File: config.mk
export PLATFORM = sky130hd
export DESIGN_NAME = microcode_sequencer_flat
export DESIGN_NICKNAME = d
export VERILOG_FILES = /design/src/rtl/microcode_sequencer_if.sv /design/src/rtl/microcode_sequencer.sv /design/src/flat_wrapper.sv
export SDC_FILE = /design/constraint.sdc
export NUM_CORES = 1
export LEC_CHECK = 0
export ABC_AREA = 1
export CAP_MARGIN = 5
export CORE_AREA = 2 2 39 41
export CTS_CLUSTER_DIAMETER = 200
export DETAILED_ROUTE_END_ITERATION = 12
export DIE_AREA = 0 0 41 43
export PLACE_DENSITY_LB_ADDON = 0.3
export SKIP_LAST_GASP = 1
export SYNTH_ARGS = -nofsm -noshare
export SYNTH_HDL_FRONTEND = slang
export SYNTH_SLANG_ARGS = --single-unit
File: constraint.sdc
create_clock -name clk -period 1.25 [get_ports clk]
set_clock_uncertainty 0.05 [all_clocks]
set_input_delay 0.3125 -clock clk [delete_from_list [all_inputs] [get_ports clk]]
set_output_delay 0.3125 -clock clk [all_outputs]
set_load 0.005 [all_outputs]
File: src/rtl/microcode_sequencer_if.sv
// Handshake/bus bundle between the microcode sequencer and the CountNoX datapath.
// master: sequencer side (drives cond_sel, upc, strobes, status; reads cond).
// slave : datapath/mux side (drives cond; reads everything else).
interface microcode_sequencer_if #(
  parameter int STATE_W = 3
);
  logic               cond;      // selected condition from the external 4:1 mux
  logic [1:0]         cond_sel;  // 00 go, 01 operand==0, 10 operand LSB, 11 one
  logic [STATE_W-1:0] upc;       // current microprogram counter
  logic               ld_a;      // load operand register
  logic               sh_a;      // shift operand register right by one
  logic               clr_cnt;   // clear ones counter
  logic               inc_cnt;   // increment ones counter
  logic               ready;     // idle, accepting go
  logic               done_o;    // result valid

  modport master (
    input  cond,
    output cond_sel, upc, ld_a, sh_a, clr_cnt, inc_cnt, ready, done_o
  );

  modport slave (
    output cond,
    input  cond_sel, upc, ld_a, sh_a, clr_cnt, inc_cnt, ready, done_o
  );
endinterface

File: src/rtl/microcode_sequencer.sv
// Two-address microcode sequencer for the CountNoX ones-counting datapath.
// Ports: clk, reset (sync, active-high), bus (master modport: cond in;
// cond_sel, upc, ld_a, sh_a, clr_cnt, inc_cnt, ready, done_o out).
// Moore machine: all outputs decode from upc; next address = cond ? NST : NSF.
module microcode_sequencer #(
  parameter int                 STATE_W     = 3,
  parameter logic [STATE_W-1:0] RESET_STATE = 3'd0
) (
  input  logic                  clk,
  input  logic                  reset,
  microcode_sequencer_if.master bus
);

  typedef enum logic [2:0] {
    S_IDLE  = 3'd0,
    S_LOAD  = 3'd1,
    S_TEST  = 3'd2,
    S_BIT   = 3'd3,
    S_INC   = 3'd4,
    S_DONE  = 3'd5,
    S_SHIFT = 3'd6,
    S_SPARE = 3'd7
  } state_e;

  localparam logic [1:0] SEL_GO   = 2'b00;
  localparam logic [1:0] SEL_ZERO = 2'b01;
  localparam logic [1:0] SEL_LSB  = 2'b10;
  localparam logic [1:0] SEL_ONE  = 2'b11;

  logic [STATE_W-1:0] upc_q;
  logic [STATE_W-1:0] upc_d;
  logic [STATE_W-1:0] nst;
  logic [STATE_W-1:0] nsf;
  logic [1:0]         sel;
  logic               ld_a, sh_a, clr_cnt, inc_cnt, ready, done_o;

  // Control store. Words using SEL_ONE carry NST == NSF so a faulty mux
  // cannot misroute them.
  always_comb begin
    sel     = SEL_ONE;
    nst     = S_IDLE;
    nsf     = S_IDLE;
    ld_a    = 1'b0;
    sh_a    = 1'b0;
    clr_cnt = 1'b0;
    inc_cnt = 1'b0;
    ready   = 1'b0;
    done_o  = 1'b0;
    case (upc_q)
      S_IDLE:  begin sel = SEL_GO;   nst = S_LOAD; nsf = S_IDLE;  ready = 1'b1; end
      S_LOAD:  begin sel = SEL_ONE;  nst = S_TEST; nsf = S_TEST;  ld_a = 1'b1; clr_cnt = 1'b1; end
      S_TEST:  begin sel = SEL_ZERO; nst = S_DONE; nsf = S_BIT;   end
      S_BIT:   begin sel = SEL_LSB;  nst = S_INC;  nsf = S_SHIFT; end
      S_INC:   begin sel = SEL_ONE;  nst = S_TEST; nsf = S_TEST;  inc_cnt = 1'b1; sh_a = 1'b1; end
      // Holds while go stays high so a new run needs go to be seen low first.
      S_DONE:  begin sel = SEL_GO;   nst = S_DONE; nsf = S_IDLE;  done_o = 1'b1; end
      S_SHIFT: begin sel = SEL_ONE;  nst = S_TEST; nsf = S_TEST;  sh_a = 1'b1; end
      // Unreachable recovery word.
      S_SPARE: begin sel = SEL_ONE;  nst = S_IDLE; nsf = S_IDLE;  end
      default: begin sel = SEL_ONE;  nst = S_IDLE; nsf = S_IDLE;  end
    endcase
    upc_d = bus.cond ? nst : nsf;
  end

  always_ff @(posedge clk) begin
    if (reset) begin
      upc_q <= RESET_STATE;
    end else begin
      upc_q <= upc_d;
    end
  end

  assign bus.upc      = upc_q;
  assign bus.cond_sel = sel;
  assign bus.ld_a     = ld_a;
  assign bus.sh_a     = sh_a;
  assign bus.clr_cnt  = clr_cnt;
  assign bus.inc_cnt  = inc_cnt;
  assign bus.ready    = ready;
  assign bus.done_o   = done_o;

endmodule

File: src/flat_wrapper.sv
// flat-port wrapper written by rule: the top's interface ports become plain ports
module microcode_sequencer_flat 
#(
  parameter int                 STATE_W     = 3,
  parameter logic [STATE_W-1:0] RESET_STATE = 3'd0
)
  (clk, reset, bus_cond, bus_cond_sel, bus_upc, bus_ld_a, bus_sh_a, bus_clr_cnt, bus_inc_cnt, bus_ready, bus_done_o);
  microcode_sequencer_if #(.STATE_W(STATE_W)) bus_i ();
  input  logic clk;
  input  logic reset;
  input wire logic [$bits(bus_i.cond)-1:0] bus_cond;
  output wire logic [$bits(bus_i.cond_sel)-1:0] bus_cond_sel;
  output wire logic [$bits(bus_i.upc)-1:0] bus_upc;
  output wire logic [$bits(bus_i.ld_a)-1:0] bus_ld_a;
  output wire logic [$bits(bus_i.sh_a)-1:0] bus_sh_a;
  output wire logic [$bits(bus_i.clr_cnt)-1:0] bus_clr_cnt;
  output wire logic [$bits(bus_i.inc_cnt)-1:0] bus_inc_cnt;
  output wire logic [$bits(bus_i.ready)-1:0] bus_ready;
  output wire logic [$bits(bus_i.done_o)-1:0] bus_done_o;
  assign bus_i.cond = bus_cond;
  assign bus_cond_sel = bus_i.cond_sel;
  assign bus_upc = bus_i.upc;
  assign bus_ld_a = bus_i.ld_a;
  assign bus_sh_a = bus_i.sh_a;
  assign bus_clr_cnt = bus_i.clr_cnt;
  assign bus_inc_cnt = bus_i.inc_cnt;
  assign bus_ready = bus_i.ready;
  assign bus_done_o = bus_i.done_o;
  microcode_sequencer #(.STATE_W(STATE_W), .RESET_STATE(RESET_STATE)) u_core (.clk(clk), .reset(reset), .bus(bus_i));
endmodule
==> metrics.md, run 1 <==
| Metric | Value |
|---|---|
| Cell Chain, Critical Path | inv_4 -> nand3_2 -> inv_1 -> dlygate4sd2_1 |
| FMAX | 705 MHz |
| Hold Path Stages | 2 |
| Finished Layout Cells | 78 |
| Core ar. | 0.00138 mm^2 |
| Antenna-violating nets left | 0 |
| Max FO, Critical Path | 5 |
| Min Hold Slack | 0.613 ns |
| Standard-cell row count | 14 |
| Max-Cap Viols | 0 |
| Routed Wire Length | 750 um |
| Worst R2R Setup Slack | 0.07 ns |
| CTS Buffer Depth | 2 |
| Cells after synthesis | 34 |
| Hold EP | u_core.bus.upc[2] |
| Slew at the pin closest to its max-slew limit | 0.198 ns |
| CTS clock-pin slew for the worst setup and hold paths | 0.04 ns |
| Critical Setup Path Class | reg2out |
| Fraction of layout cells with a size suffix above 1 | 58.1% |
| Detailed Routing Iterations Pass 1 | 2 |
| EDFF count, synth | 0 |
| Pre-CTS setup slack | -0.431 ns |
| Initial Util | 15.2% |
| Placed Cells | 67 |
| Peak VDD IR | 0.321 mV |
| Netlist area before placement | 210 um^2 |
| Most frequent cells in the layout | buf_4 (9), nor2_1 (5), inv_1 (4), buf_2 (4), buf_6 (4) |
| CTS root buf | clkbuf_4 |
| Worst setup SP type | flop |
| Sequential area share after synthesis | 28.6% |
| Register area | 68.8 um^2 |
| Setup violations, final | 8 |
| Overflow after GRT | 0 |
| Avg Inst Size Synth | 6.18 um^2 |
| Buffers on Ports | 13 |
| Count of final hold-check violations | 0 |
| Crit end category | output pin |
| Ys Warns | 0 |
| Critical path's slowest cell | dfxtp_4 |
| I/O pin cnt | 14 |
| Worst Path Arrival | 1.06 ns |
| Max reg flops | 3 |
| Final Util | 34.9% |
| Failing checks | setup timing |
| Req. time, crit path | 0.89 ns |
| Initial antenna violation count | 0 |
| Final period util | 113% |
| TritonCTS Buffers | 3 |
| Die width | 41 um |
| Diode count | 0 |
| Worst Setup Slack, final | -0.168 ns |
| FFs w/ async S/R, synth | 0% |
| Fin. max-slew vios | 0 |
| Min cycle time layout | 1.42 ns |
| Critical path's largest stage delay | 0.36 ns |
| First-pass GRT wire length | 1.15 mm |
| Largest net degree at the start of global routing | 7 |
| Vias per cell | 3.97 |
| Setup_tns | -1.04 ns |
| Area Overhead vs Synth | 130% |
| Main flop type after synthesis | dfxtp_1 |
| RR Startpoint | u_core.bus.upc[2] |
| RSZ-0062 raised after global routing | yes |
| Total die area | 0.00176 mm^2 |
| GRT Total Usage | 10.2% |
| Hold Crit Class | in2reg |
| Post-route DRC violation count | 0 |
| DRT iter0 DRCs | 5 |
| R2R depth | 6 |
| H-tree depth | 1 |
| CTS tree | done |
| Chip height | 43 um |
| Vias in the first global route | 277 |
| Commonest non-fill, non-tap cell in the layout | buf_4 |
| Lkg Pwr | 0.267 nW |
| Area of the multi-input gates | 126 um^2 |
| Avg WL per Cell | 9.62 um |
| Power Density | 1070 mW/mm^2 |
| Layout Nets | 66 |
| Yosys cell types | 14 |
| Post-DP HPWL | 486 um |
| Status | finished with violations |
| Worst hold path startpoint | reset |
| Slew headroom | 86.7% |
| CTS sink cnt | 3 |
| Clock Latency Late Sink | 0.24 ns |
| GPL Wtd Cong | 0.665 |
| Fillers | 151 |
| Reg-to-reg endpoint | u_core.bus.upc[1] |
| Post-synth net total | 37 |
| DR vias | 310 |
| Yosys reg bits | 3 |
## report_power, final
group	total [W]	internal, W	switching [W]
logic	0.000218	0.000127	0.0000913
clock network	0.000174	0.000120	0.0000540
registers	0.000124	0.000107	0.0000164
## critical path: cells and delay by family (launching register included)
family / cells / cell delay, ns
AND/OR/NAND/NOR: 1 / 0.08
flip-flops: 1 / 0.36
buffers and inverters: 3 / 0.36
## stage by stage
| step | instance area, um^2 | total power [W] |
|---|---|---|
| 2_1_floorplan | 210 | 0.000197 |
| 3_3_place_gp | 387 | 0.000325 |
| 3_5_place_dp | 387 | 0.000323 |
| 4_1_cts | 449 | 0.000495 |
| 5_1_grt | 483 | 0.000564 |
| 6_report | 483 | 0.000516 |
## how the worst max path moves through the flow
stage / start / endpoint / slack [ns]
floorplan: u_core.bus.upc[2] / bus_ld_a / 0.07
detailed placement: u_core.bus.upc[2] / bus_inc_cnt / -0.43
finish: u_core.bus.upc[2] / bus_clr_cnt / -0.17
CTS: u_core.bus.upc[0] / bus_inc_cnt / -0.19
global placement: u_core.bus.upc[2] / bus_inc_cnt / -0.39
global route: u_core.bus.upc[1] / bus_cond_sel[0] / -0.23
## cell usage after synthesis (2+ instances only)
cell type / n / area, um^2
inv_1: 5 / 18.8
nor3_1: 2 / 10.0
nand3_1: 4 / 20.0
nand2_1: 6 / 22.5
dfxtp_1: 3 / 60.1
nor2_1: 5 / 18.8
o21ai_0: 2 / 10.0
## layer usage
| metal | vias to the layer above | wire (um) | track usage (%) |
|---|---|---|---|
| met1 | 144 | 303 | 10.9 |
| met2 | 5 | 419 | 14.7 |
| li1 | 161 | - | - |
| met3 | 0 | 26 | 3.14 |
| met5 | - | 0 | 0 |
| met4 | 0 | 0 | 10.0 |
## repair_timing
item,CTS,global route
hold buffers,0,0
setup buffers,5,2
pin swaps,0,3
gates resized for setup,35,13
endpoints found under the setup margin,11,10
## layout make-up
class	instances	share of cell area, %
inverters	7	6.48
repair buffers	26	43.5
well taps	16	4.15
multi-input cells	22	26.2
flip-flops and latches	3	14.2
clock buffers	4	5.44
## cells by family after synthesis
logic type / Yosys count / share of synthesized area, %
compound gates: 3 / 7.14
flops: 3 / 28.6
simple gates: 19 / 42.3
buf+inv: 9 / 22.0
(Power assumes the default switching activity.)
==> run 2, diff against run 1 <==
Settings changed: CTS_CLUSTER_SIZE set to 25.
==> results of run 2 <==
Final layout, timing and power as in run 1 (identical DEF).
==> run 3, diff against run 2 <==
Settings changed: HOLD_SLACK_MARGIN set to 0.03.
==> results of run 3 <==
Final layout, timing and power as in run 1 (identical DEF).
